--- config.mk ---
export PLATFORM = sky130hd
export DESIGN_NAME = pixel_compositor
export DESIGN_NICKNAME = d
export VERILOG_FILES = /design/src/rtl/pixel_compositor.sv
export SDC_FILE = /design/constraint.sdc
export NUM_CORES = 1
export LEC_CHECK = 0
export BUFFER_PORTS_ARGS = -buffer_cell sky130_fd_sc_hd__buf_2
export CELL_PAD_IN_SITES_DETAIL_PLACEMENT = 1
export CELL_PAD_IN_SITES_GLOBAL_PLACEMENT = 1
export CORE_MARGIN = 2
export CORE_UTILIZATION = 40
export CTS_BUF_LIST = sky130_fd_sc_hd__clkbuf_8
export DETAILED_ROUTE_END_ITERATION = 10
export GPL_ROUTABILITY_DRIVEN = 0
export PLACE_DENSITY_LB_ADDON = 0.1
export SETUP_SLACK_MARGIN = 0.2
export SLEW_MARGIN = 20
export SYNTH_ARGS = -nofsm -noshare
export SYNTH_HDL_FRONTEND = slang
export SYNTH_SLANG_ARGS = --single-unit
--- constraint.sdc ---
create_clock -name clk -period 6.3 [get_ports clk]
set_clock_uncertainty 0.15 [all_clocks]
set_input_delay 0.315 -clock clk [delete_from_list [all_inputs] [get_ports clk]]
set_output_delay 0.315 -clock clk [all_outputs]
set_load 0.01 [all_outputs]
--- src/rtl/pixel_compositor.sv ---
// Display compositor: VGA coordinates to framebuffer reads, cursor/preview layering, self-clear.
// Optional brush-outline cursor hit enabled by defining CURSOR_OUTLINE_EN.
module pixel_compositor #(
    parameter int H_ACTIVE = 640,
    parameter int V_ACTIVE = 480,
    parameter int H_OFFSET = 145,
    parameter int V_OFFSET = 36,
    parameter int CBITS    = 3,
    parameter int OUT_BITS = 8,
    parameter int RD_LAT   = 1,
    parameter logic [3*CBITS-1:0]    CLEAR_COLOR  = '1,
    parameter logic [3*OUT_BITS-1:0] CURSOR_COLOR = {{OUT_BITS{1'b1}}, {(2*OUT_BITS){1'b0}}},
    localparam int ADDR_W = $clog2(H_ACTIVE * V_ACTIVE)
) (
    input  logic                  clk,
    input  logic                  reset,
    input  logic                  clear,
    input  logic                  ativo,
    input  logic [10:0]           vga_x,
    input  logic [10:0]           vga_y,
    input  logic [10:0]           cursor_x,
    input  logic [10:0]           cursor_y,
    input  logic [5:0]            radius,
    input  logic                  preview,
    input  logic [3*CBITS-1:0]    color_in,
    output logic                  mem_re,
    output logic [ADDR_W-1:0]     mem_rd_addr,
    input  logic [3*CBITS-1:0]    mem_rd_data,
    output logic                  clr_we,
    output logic [ADDR_W-1:0]     clr_addr,
    output logic [3*CBITS-1:0]    clr_data,
    output logic                  busy,
    output logic [OUT_BITS-1:0]   vga_r,
    output logic [OUT_BITS-1:0]   vga_g,
    output logic [OUT_BITS-1:0]   vga_b
);

    // state | meaning
    // CLEAR | writing CLEAR_COLOR to every framebuffer word, display blanked
    // RUN   | normal compositing from framebuffer reads

    localparam int PW   = 3 * CBITS;
    localparam int OW   = 3 * OUT_BITS;
    localparam int NPIX = H_ACTIVE * V_ACTIVE;
    localparam logic [ADDR_W-1:0] LAST_ADDR = ADDR_W'(NPIX - 1);
    localparam logic signed [11:0] H_OFF_S = 12'(H_OFFSET);
    localparam logic signed [11:0] V_OFF_S = 12'(V_OFFSET);
    localparam logic signed [11:0] H_ACT_S = 12'(H_ACTIVE);
    localparam logic signed [11:0] V_ACT_S = 12'(V_ACTIVE);

    typedef enum logic {
        CLEAR = 1'b0,
        RUN   = 1'b1
    } state_t;

    state_t state, state_next;

    function automatic logic [OW-1:0] expand(input logic [PW-1:0] p);
        logic [OW-1:0] o;
        o = '0;
        for (int c = 0; c < 3; c++) begin
            o[c*OUT_BITS +: OUT_BITS] = OUT_BITS'(p[c*CBITS +: CBITS]) << (OUT_BITS - CBITS);
        end
        return o;
    endfunction

    always_ff @(posedge clk) begin
        if (reset) begin
            state <= CLEAR;
        end else begin
            state <= state_next;
        end
    end

    always_comb begin
        state_next = state;
        busy       = 1'b0;
        clr_we     = 1'b0;
        case (state)
            CLEAR: begin
                busy   = 1'b1;
                clr_we = 1'b1;
                if (clr_addr == LAST_ADDR) begin
                    state_next = RUN;
                end
            end
            RUN: begin
                if (clear) begin
                    state_next = CLEAR;
                end
            end
            default: state_next = CLEAR;
        endcase
    end

    // Address rests at zero in RUN so a new clear always starts from the top.
    always_ff @(posedge clk) begin
        if (reset) begin
            clr_addr <= '0;
        end else if (state == CLEAR) begin
            clr_addr <= (clr_addr == LAST_ADDR) ? '0 : clr_addr + ADDR_W'(1);
        end else begin
            clr_addr <= '0;
        end
    end

    assign clr_data = CLEAR_COLOR;

    logic signed [11:0] fx, fy, dx, dy;
    logic [11:0]        adx, ady, rad12;
    logic               vis_c, hit_c, cross_c;
    logic [ADDR_W-1:0]  rd_addr_c;

    assign fx    = $signed({1'b0, vga_x}) - H_OFF_S;
    assign fy    = $signed({1'b0, vga_y}) - V_OFF_S;
    assign dx    = fx - $signed({1'b0, cursor_x});
    assign dy    = fy - $signed({1'b0, cursor_y});
    assign adx   = dx[11] ? -dx : dx;
    assign ady   = dy[11] ? -dy : dy;
    assign rad12 = {6'b0, radius};

    assign vis_c = ativo && !fx[11] && (fx < H_ACT_S) && !fy[11] && (fy < V_ACT_S);
    assign rd_addr_c = vis_c
        ? ADDR_W'($unsigned(fy)) * ADDR_W'(H_ACTIVE) + ADDR_W'($unsigned(fx))
        : '0;

    assign cross_c = ((dx == '0) && (ady <= rad12)) || ((dy == '0) && (adx <= rad12));

`ifdef CURSOR_OUTLINE_EN
    logic [23:0] sq_x, sq_y;
    logic [24:0] dist2;
    logic [11:0] r_sq, rm1_sq;
    logic [5:0]  rm1;
    logic        ring_c;

    assign sq_x   = {12'b0, adx} * {12'b0, adx};
    assign sq_y   = {12'b0, ady} * {12'b0, ady};
    assign dist2  = {1'b0, sq_x} + {1'b0, sq_y};
    assign rm1    = radius - 6'd1;
    assign r_sq   = rad12 * rad12;
    assign rm1_sq = {6'b0, rm1} * {6'b0, rm1};
    // radius 0 would make (radius-1) wrap, so the ring is suppressed outright.
    assign ring_c = (radius != 6'd0) && (dist2 > 25'(rm1_sq)) && (dist2 <= 25'(r_sq));
    assign hit_c  = cross_c || ring_c;
`else
    assign hit_c  = cross_c;
`endif

    // Anything sampled while clearing, or on the edge into a clear, enters as a bubble.
    logic run_ok;
    assign run_ok = (state == RUN) && (state_next == RUN);

    logic          vis1, hit1, prev1;
    logic [PW-1:0] col1;

    always_ff @(posedge clk) begin
        if (reset || !run_ok) begin
            mem_re      <= 1'b0;
            mem_rd_addr <= '0;
            vis1        <= 1'b0;
            hit1        <= 1'b0;
            prev1       <= 1'b0;
            col1        <= '0;
        end else begin
            mem_re      <= vis_c;
            mem_rd_addr <= rd_addr_c;
            vis1        <= vis_c;
            hit1        <= hit_c;
            prev1       <= preview;
            col1        <= color_in;
        end
    end

    logic [RD_LAT-1:0] vis_d, hit_d, prev_d;
    logic [PW-1:0]     col_d [RD_LAT];

    always_ff @(posedge clk) begin
        if (reset || !run_ok) begin
            vis_d  <= '0;
            hit_d  <= '0;
            prev_d <= '0;
            for (int i = 0; i < RD_LAT; i++) begin
                col_d[i] <= '0;
            end
        end else begin
            vis_d[0]  <= vis1;
            hit_d[0]  <= hit1;
            prev_d[0] <= prev1;
            col_d[0]  <= col1;
            for (int i = 1; i < RD_LAT; i++) begin
                vis_d[i]  <= vis_d[i-1];
                hit_d[i]  <= hit_d[i-1];
                prev_d[i] <= prev_d[i-1];
                col_d[i]  <= col_d[i-1];
            end
        end
    end

    logic [OW-1:0] pix_c, rgb_q;

    always_comb begin
        pix_c = '0;
        if (vis_d[RD_LAT-1]) begin
            if (prev_d[RD_LAT-1]) begin
                pix_c = expand(col_d[RD_LAT-1]);
            end else if (hit_d[RD_LAT-1]) begin
                pix_c = CURSOR_COLOR;
            end else begin
                pix_c = expand(mem_rd_data);
            end
        end
    end

    always_ff @(posedge clk) begin
        if (reset || state_next == CLEAR) begin
            rgb_q <= '0;
        end else begin
            rgb_q <= pix_c;
        end
    end

    assign vga_r = rgb_q[2*OUT_BITS +: OUT_BITS];
    assign vga_g = rgb_q[OUT_BITS +: OUT_BITS];
    assign vga_b = rgb_q[0 +: OUT_BITS];

endmodule

# Yosys cells after proc, flatten, opt, wreduce, memory -nomap -nowiden
# Memory sizes are Yosys's and may differ from the RTL's.
# Cells that the tools add are included.
[op_classes] magnitude_cmp=4 multipliers=1 bitwise_logic=4 eq_ne=1 n_addsub=8 n_reduce_logical=20 n_mux=13
[op_table] op="24-bit two-way mux" n=2
[op_table] op="12-bit by 6-bit <= comparator with 1-bit output" n=2
[op_table] op="12-bit logical NOT" n=2
[op_table] op="12-bit two-way mux" n=2
[op_table] op="12-bit negation" n=2
[op_table] op="12-bit subtractor" n=2
[op_table] op="19-bit by 1-bit adder with 19-bit output (second input constant)" n=1
[op_table] op="19-bit by 12-bit adder with 19-bit output" n=1
[op_table] op="19-bit equality test (second input constant)" n=1
[op_table] op="12-bit by 10-bit less-than comparator with 1-bit output (second input constant)" n=1
[op_table] op="12-bit by 11-bit less-than comparator with 1-bit output (second input constant)" n=1
[op_table] op="12-bit by 3-bit multiplier with 12-bit output (second input constant)" n=1
[op_table] op="11-bit by 6-bit subtractor with 12-bit output (second input constant)" n=1
[op_table] op="11-bit by 8-bit subtractor with 12-bit output (second input constant)" n=1
[op_table] op="9-bit two-way mux" n=1
[op_table] op="9-bit OR reduction" n=1
[op_table] op="1-bit logical AND" n=7
[op_table] op="1-bit two-way mux" n=7
[op_table] op="3-bit OR reduction" n=2
[op_table] op="1-bit inverter" n=4
[op_table] op="2-bit OR reduction" n=2
[op_table] op="1-bit logical NOT" n=3
[op_table] op="1-bit logical OR" n=3
[op_table] op="1-bit case mux with 2 select lines" n=1
[totals] elab_cells=64 ramBits=9 reg_bits=78 memories=1 out_inout_bits=74
[memory_table] memory="col_d" words=1 word_bits=9 rd=1 rd_clocked_by_memory_dff=0 wr=1 line="175" rtl="logic [PW-1:0] col_d [RD_LAT];"

# Logic depth before layout (Yosys ltp)
[depth] ltp_word=9 ltp_mapped=26

# Least setup slack after synthesis
# No wires, ideal clock.
[synth_path] kind="input -> register" from="in vga_x[0]" to="reg hit1" cell_stages=23 path_slack_ps=1634 t_required_ps=6033 t_arrival_ps=4398 setup_ps=117 path_buffers=1 cell_sequence="inv_1 ha_1 nor3b_1 nor2b_1 o31a_1 xnor2_1 ha_1 a21oi_1 o221ai_1 a31oi_1 a21oi_1 xor2_1 buf_2 mux2_2 ha_1 a21oi_1 o21ai_0 a21oi_1 nor2b_1 o22ai_1 o2111ai_1 and4bb_1 a32o_2"
[synth_between] elab_chain_len=7 elab_cells_between_ends=9
[synth_lines] element="start, declared" line="19" rtl="input logic [10:0] vga_x,"
[synth_lines] element="11-bit by 8-bit subtractor with 12-bit output (*)" line="114" rtl="assign fx = $signed({1'b0, vga_x}) - H_OFF_S;"
[synth_lines] element="12-bit subtractor (*)" line="116" rtl="assign dx = fx - $signed({1'b0, cursor_x});"
[synth_lines] element="12-bit negation" line="118" rtl="assign adx = dx[11] ? -dx : dx;"
[synth_lines] element="12-bit two-way mux" line="118"
[synth_lines] element="12-bit by 6-bit <= comparator with 1-bit output" line="127" rtl="assign cross_c = ((dx == '0) && (ady <= rad12)) || ((dy == '0) && (adx <= rad12));"
[synth_lines] element="1-bit logical AND" line="127"
[synth_lines] element="1-bit logical OR (*)" line="127"
[synth_lines] element="end signal, assigned" line="168" rtl="hit1 <= hit_c;"
[synth_lines] element="end, declared" line="153" rtl="logic vis1, hit1, prev1;"
# Mark *: on every way between the ends. The rest lies on a longest branch, timed or not.
# A chain may end at the register's enable or synchronous reset.

# Worst setup path after layout
[layout_path] from="in vga_x[0]" to="reg hit1"
[layout_between] elab_chain_len=7 elab_cells_between_ends=9
[layout_lines] element="11-bit by 8-bit subtractor with 12-bit output (*)" line="114"
[layout_lines] element="via fx[0]" line="109" rtl="logic signed [11:0] fx, fy, dx, dy;"
[layout_lines] element="12-bit subtractor (*)" line="116"
[layout_lines] element="12-bit negation" line="118"
[layout_lines] element="12-bit two-way mux" line="118"
[layout_lines] element="12-bit by 6-bit <= comparator with 1-bit output" line="127"
[layout_lines] element="1-bit logical AND" line="127"
[layout_lines] element="1-bit logical OR (*)" line="127"
# The timed path passes the listed nets; every way through them passes the cells marked *.

==> report_table.html <==
<table>
<tr><th>Metric</th><th>Value</th></tr>
<tr><th colspan="2">Critical path</th></tr>
<tr><td>Crit path DAT</td><td>5.43 ns</td></tr>
<tr><td>Kind of launch point of the worst setup path</td><td>input pin</td></tr>
<tr><td>Capturing element type of the critical path</td><td>flip-flop</td></tr>
<tr><td>Critical setup path kind</td><td>input pin to flip-flop</td></tr>
<tr><td>Critical Path RT</td><td>6.44 ns</td></tr>
<tr><td>Critical path fanouts, max</td><td>14</td></tr>
<tr><th colspan="2">STA</th></tr>
<tr><td>Setup violators final</td><td>0</td></tr>
<tr><td>Worst-Margin Slew</td><td>0.867 ns</td></tr>
<tr><td>Headroom to the max-slew limit</td><td>42.0%</td></tr>
<tr><td>Final worst path period share</td><td>83.9%</td></tr>
<tr><td>Worst-case hold slack</td><td>0.0248 ns</td></tr>
<tr><td>Setup repair after global routing missed its margin</td><td>no</td></tr>
<tr><td>Hold violation total from the final report</td><td>0</td></tr>
<tr><td>Number of max-slew violations in the final report</td><td>0</td></tr>
<tr><td>Final worst path period need</td><td>5.29 ns</td></tr>
<tr><td>Final worst slack</td><td>1.01 ns</td></tr>
<tr><td>Fin Setup TNS</td><td>0 ns</td></tr>
<tr><td>Achievable clock frequency</td><td>0.189 GHz</td></tr>
<tr><th colspan="2">Synth</th></tr>
<tr><td>Post-synthesis instance area</td><td>5490 um2</td></tr>
<tr><td>Number of synthesized flops with an enable pin</td><td>0</td></tr>
<tr><td>Ys async rst share</td><td>0%</td></tr>
<tr><td>Yosys warning count</td><td>0</td></tr>
<tr><td>Mean area per synthesized cell</td><td>8.22 um2</td></tr>
<tr><td>Area fraction of the dominant cell type after synthesis</td><td>26.6%</td></tr>
<tr><td>Synth area leaders</td><td>sky130_fd_sc_hd__dfxtp_1 (27%), sky130_fd_sc_hd__ha_1 (14%), sky130_fd_sc_hd__xnor2_1 (6.2%), sky130_fd_sc_hd__nor2_1 (5.7%), sky130_fd_sc_hd__xor2_1 (5.3%)</td></tr>
<tr><td>Main flop type after synthesis</td><td>sky130_fd_sc_hd__dfxtp_1</td></tr>
<tr><td>Synth area leader</td><td>sky130_fd_sc_hd__dfxtp_1</td></tr>
<tr><td>Number of register bits inferred by synthesis</td><td>73</td></tr>
<tr><td>Number of distinct library cells after synthesis</td><td>70</td></tr>
<tr><td>Share of synthesized area occupied by flip-flops and latches</td><td>26.6%</td></tr>
<tr><td>Number of cells produced by synthesis</td><td>667</td></tr>
<tr><th colspan="2">Clock network</th></tr>
<tr><td>Worst-path clk slew</td><td>0.09 ns</td></tr>
<tr><td># H-tree levels</td><td>3</td></tr>
<tr><td>Clock sinks</td><td>73</td></tr>
<tr><td>Clk root buf</td><td>sky130_fd_sc_hd__clkbuf_8</td></tr>
<tr><td>Inserted Clock Buffers</td><td>9</td></tr>
<tr><td>CTS tree</td><td>done</td></tr>
<tr><td>Source-to-sink clock delay at the later pin of the worst-skew pair</td><td>0.34 ns</td></tr>
<tr><td>Worst-case clock buffer depth</td><td>2</td></tr>
<tr><td>Buffers inserted during post-CTS setup optimization</td><td>0</td></tr>
<tr><th colspan="2">Power</th></tr>
<tr><td>Clock Power Share</td><td>24.4%</td></tr>
<tr><td>Power density cells</td><td>221 nW/um2</td></tr>
<tr><td>Design Power</td><td>1410 uW</td></tr>
<tr><td>Relative contribution of combinational cells to total power</td><td>42.5%</td></tr>
<tr><td>Switching Fraction</td><td>38.2%</td></tr>
<tr><td>Sequential Power Share</td><td>33.0%</td></tr>
<tr><td>Total internal power</td><td>869 uW</td></tr>
<tr><td>Static Leakage</td><td>0.00310 uW</td></tr>
<tr><td>NetSw</td><td>536 uW</td></tr>
<tr><td>IR Drop Worst-Case VDD</td><td>0.0000820 V</td></tr>
<tr><th colspan="2">Final layout</th></tr>
<tr><td>Number of nets in the final layout</td><td>923</td></tr>
<tr><td>Number of antenna repair diodes</td><td>0</td></tr>
<tr><td>Fraction of final layout cells with drive strength greater than 1</td><td>20.0%</td></tr>
<tr><td>Area growth syn-to-layout</td><td>16.0%</td></tr>
<tr><td>Number of inserted filler cells in the final layout</td><td>1693</td></tr>
<tr><th colspan="2">GRT</th></tr>
<tr><td>Via count of the first global-routing pass</td><td>5033</td></tr>
<tr><td>Total global routing track utilization</td><td>20.1%</td></tr>
<tr><td>Initial antenna violation count</td><td>0</td></tr>
<tr><td>Final global-route overflow total</td><td>0</td></tr>
<tr><td>Largest net degree at the start of global routing</td><td>25</td></tr>
<tr><td>Global-route wire length before repair</td><td>23900 um</td></tr>
<tr><th colspan="2">Detailed routing</th></tr>
<tr><td>Routed vias/inst</td><td>5.06</td></tr>
<tr><td>First-pass detailed-route iteration total</td><td>4</td></tr>
<tr><td>Count of nets left with antenna violations after detail routing</td><td>0</td></tr>
<tr><td>Final wirelength</td><td>14300 um</td></tr>
<tr><td>DRC Markers</td><td>0</td></tr>
<tr><td>Drt first-iter violations</td><td>235</td></tr>
<tr><td>Vias after detailed routing</td><td>4890</td></tr>
<tr><td>Wirelength per Cell</td><td>14.8 um</td></tr>
<tr><th colspan="2">Floorplan</th></tr>
<tr><td>DIE HEIGHT</td><td>121 um</td></tr>
<tr><td>Top-level I/O count</td><td>147</td></tr>
<tr><td>Initial core utilization</td><td>41.3%</td></tr>
<tr><td>Number of core rows</td><td>42</td></tr>
<tr><td>Floorplan die width</td><td>121 um</td></tr>
<tr><td>Area of the core region</td><td>13300 um2</td></tr>
<tr><td>Die outline area</td><td>14700 um2</td></tr>
<tr><th colspan="2">Placement</th></tr>
<tr><td>Number of buffers added on ports</td><td>127</td></tr>
<tr><td>Pre-CTS WS</td><td>0.677 ns</td></tr>
<tr><td>Post-detail-place hpwl</td><td>11900 um</td></tr>
<tr><th colspan="2">Job</th></tr>
<tr><td>Maximum capacitance violations</td><td>0</td></tr>
<tr><th colspan="2">Status</th></tr>
<tr><td>Outcome</td><td>finished, final reports clean</td></tr>
<tr><th colspan="2">Hold path</th></tr>
<tr><td>Class of the tightest hold or removal check</td><td>input pin to flip-flop</td></tr>
</table>
==> what timing repair did <==
action                    4_1_cts  5_1_grt
gates resized for setup         0        0
hold endpoints to repair        1        0
hold buffers                    1        0
==> final timing paths <==
kind | startpoint | end | slack, ns | depth (start not counted)
setup / recovery | vga_x[0] | hit1 | 1.01 | 23
hold / removal | preview | prev1 | 0.02 | 2
setup reg to reg | state | mem_rd_addr[7] | 3.68 | 8
hold reg to reg | col1[3] | col_d[0][3] | 0.28 | 1
==> sequential cells by signal (all words and copies together), names as in the netlist, 9 cells and up <==
signal,cells
rgb_q,10
col_d,9
mem_rd_addr,19
clr_addr,19
col1,9
==> layer usage <==
| layer | share of wire (%) | wire (um) | vias to the layer above | GRT usage, % |
|---|---|---|---|---|
| met5 | 0 | 0 | - | 0 |
| met1 | 46 | 6580 | 2274 | 25.6 |
| li1 | - | - | 2485 | - |
| met3 | 4.5 | 651 | 19 | 2.73 |
| met4 | 1.4 | 197 | 0 | 4.80 |
| met2 | 48 | 6890 | 112 | 35.6 |
==> worst max-delay path: stages <==
cell and delay, ns:
sky130_fd_sc_hd__buf_2 0.14, sky130_fd_sc_hd__inv_1 0.06, sky130_fd_sc_hd__ha_1 0.18, sky130_fd_sc_hd__nor3b_1 0.33
sky130_fd_sc_hd__nor2b_1 0.12, sky130_fd_sc_hd__o31a_1 0.30, sky130_fd_sc_hd__xnor2_1 0.37, sky130_fd_sc_hd__ha_1 0.38
sky130_fd_sc_hd__a21oi_1 0.31, sky130_fd_sc_hd__o221ai_1 0.15, sky130_fd_sc_hd__a31oi_1 0.16, sky130_fd_sc_hd__a21oi_1 0.10
sky130_fd_sc_hd__xor2_1 0.69, sky130_fd_sc_hd__mux2_2 0.41, sky130_fd_sc_hd__ha_1 0.29, sky130_fd_sc_hd__a21oi_1 0.12
sky130_fd_sc_hd__o21ai_0 0.10, sky130_fd_sc_hd__a21oi_1 0.15, sky130_fd_sc_hd__nor2b_1 0.06, sky130_fd_sc_hd__o22ai_1 0.13
sky130_fd_sc_hd__o2111ai_1 0.12, sky130_fd_sc_hd__and4bb_1 0.28, sky130_fd_sc_hd__a32o_2 0.16
==> per-stage QoR <==
stage	cells	util [%]	cell area [um2]
after CTS	966	47.9	6360
after detailed placement	949	46.4	6170
after global placement	949	46.4	6170
after floorplan	684	-	5550
after global routing	966	47.9	6360
final	966	47.9	6360
==> placed cells by master (no fill, tap or decap), types with 4 or more instances in the layout <==
cell type,instances
sky130_fd_sc_hd__nor3b_1,5
sky130_fd_sc_hd__nand2_1,31
sky130_fd_sc_hd__dfxtp_1,73
sky130_fd_sc_hd__nor2b_1,8
sky130_fd_sc_hd__conb_1,19
sky130_fd_sc_hd__ha_1,61
sky130_fd_sc_hd__inv_1,54
sky130_fd_sc_hd__nor3_1,10
sky130_fd_sc_hd__xnor2_1,39
sky130_fd_sc_hd__xor2_1,33
sky130_fd_sc_hd__o211ai_1,6
sky130_fd_sc_hd__o21a_1,5
sky130_fd_sc_hd__nor2_1,83
sky130_fd_sc_hd__nor4_1,5
sky130_fd_sc_hd__nand2b_1,7
sky130_fd_sc_hd__and3_1,13
sky130_fd_sc_hd__o2111ai_1,4
sky130_fd_sc_hd__clkbuf_8,9
sky130_fd_sc_hd__nand3_1,24
sky130_fd_sc_hd__and2_1,29
sky130_fd_sc_hd__o21ai_0,16
sky130_fd_sc_hd__a21o_1,8
sky130_fd_sc_hd__buf_2,127
sky130_fd_sc_hd__a22oi_1,6
sky130_fd_sc_hd__a21oi_1,40
sky130_fd_sc_hd__fa_1,4
sky130_fd_sc_hd__or3_1,5
==> synth_stat cells, types with 3 or more instances <==
master,instances
sky130_fd_sc_hd__dfxtp_1,73
sky130_fd_sc_hd__xnor2_1,39
sky130_fd_sc_hd__a31oi_1,3
sky130_fd_sc_hd__o2111ai_1,4
sky130_fd_sc_hd__nand2b_1,7
sky130_fd_sc_hd__inv_1,54
sky130_fd_sc_hd__o211ai_1,6
sky130_fd_sc_hd__a22oi_1,6
sky130_fd_sc_hd__o31a_1,3
sky130_fd_sc_hd__a211oi_1,3
sky130_fd_sc_hd__nor4_1,5
sky130_fd_sc_hd__buf_4,25
sky130_fd_sc_hd__xor2_1,33
sky130_fd_sc_hd__and3_1,13
sky130_fd_sc_hd__o21bai_1,3
sky130_fd_sc_hd__and2_1,29
sky130_fd_sc_hd__o21ai_0,16
sky130_fd_sc_hd__nor3b_1,5
sky130_fd_sc_hd__a21oi_1,40
sky130_fd_sc_hd__nand2_1,31
sky130_fd_sc_hd__or3_1,5
sky130_fd_sc_hd__fa_1,4
sky130_fd_sc_hd__nor2b_1,8
sky130_fd_sc_hd__a21o_1,8
sky130_fd_sc_hd__buf_2,3
sky130_fd_sc_hd__clkbuf_1,11
sky130_fd_sc_hd__nor3_1,10
sky130_fd_sc_hd__o31ai_1,3
sky130_fd_sc_hd__nor2_1,83
sky130_fd_sc_hd__ha_1,61
sky130_fd_sc_hd__nand3_1,24
sky130_fd_sc_hd__o21a_1,5
==> kinds of logic (layout without fill, tap and decap cells) <==
group / Yosys count / after routing / share of synthesized area (%)
xor gates and xnor gates: 72 / 72 / 11.5
adders and majority gates: 65 / 65 / 15.4
muxes: 2 / 2 / 0.388
other: 2 / 19 / 0.137
and+or+nand+nor: 237 / 237 / 22.4
AOI/OAI and AO/OA: 123 / 123 / 15.5
buffers and inverters: 93 / 199 / 8.14
DFF: 73 / 73 / 26.6
==> power by group through the flow <==
stage	logic (uW)	clock network [uW]	registers, uW
floorplan	468	0	476
global placement	573	0	475
detailed placement	597	0	475
CTS	602	358	465
global route	682	383	465
finish	598	343	464
==> final cells by class <==
cell class / count / area, um2 / area share [%]
multi-input cells: 518 / 3640 / 57.2
flip-flops and latches: 73 / 1460 / 23.0
repair buffers: 129 / 653 / 10.3
well taps: 176 / 220 / 3.46
inverters: 54 / 203 / 3.19
clock buffers: 9 / 124 / 1.95
clock inverters: 7 / 60.1 / 0.944
Note: power is estimated with default switching activity, not from simulation.
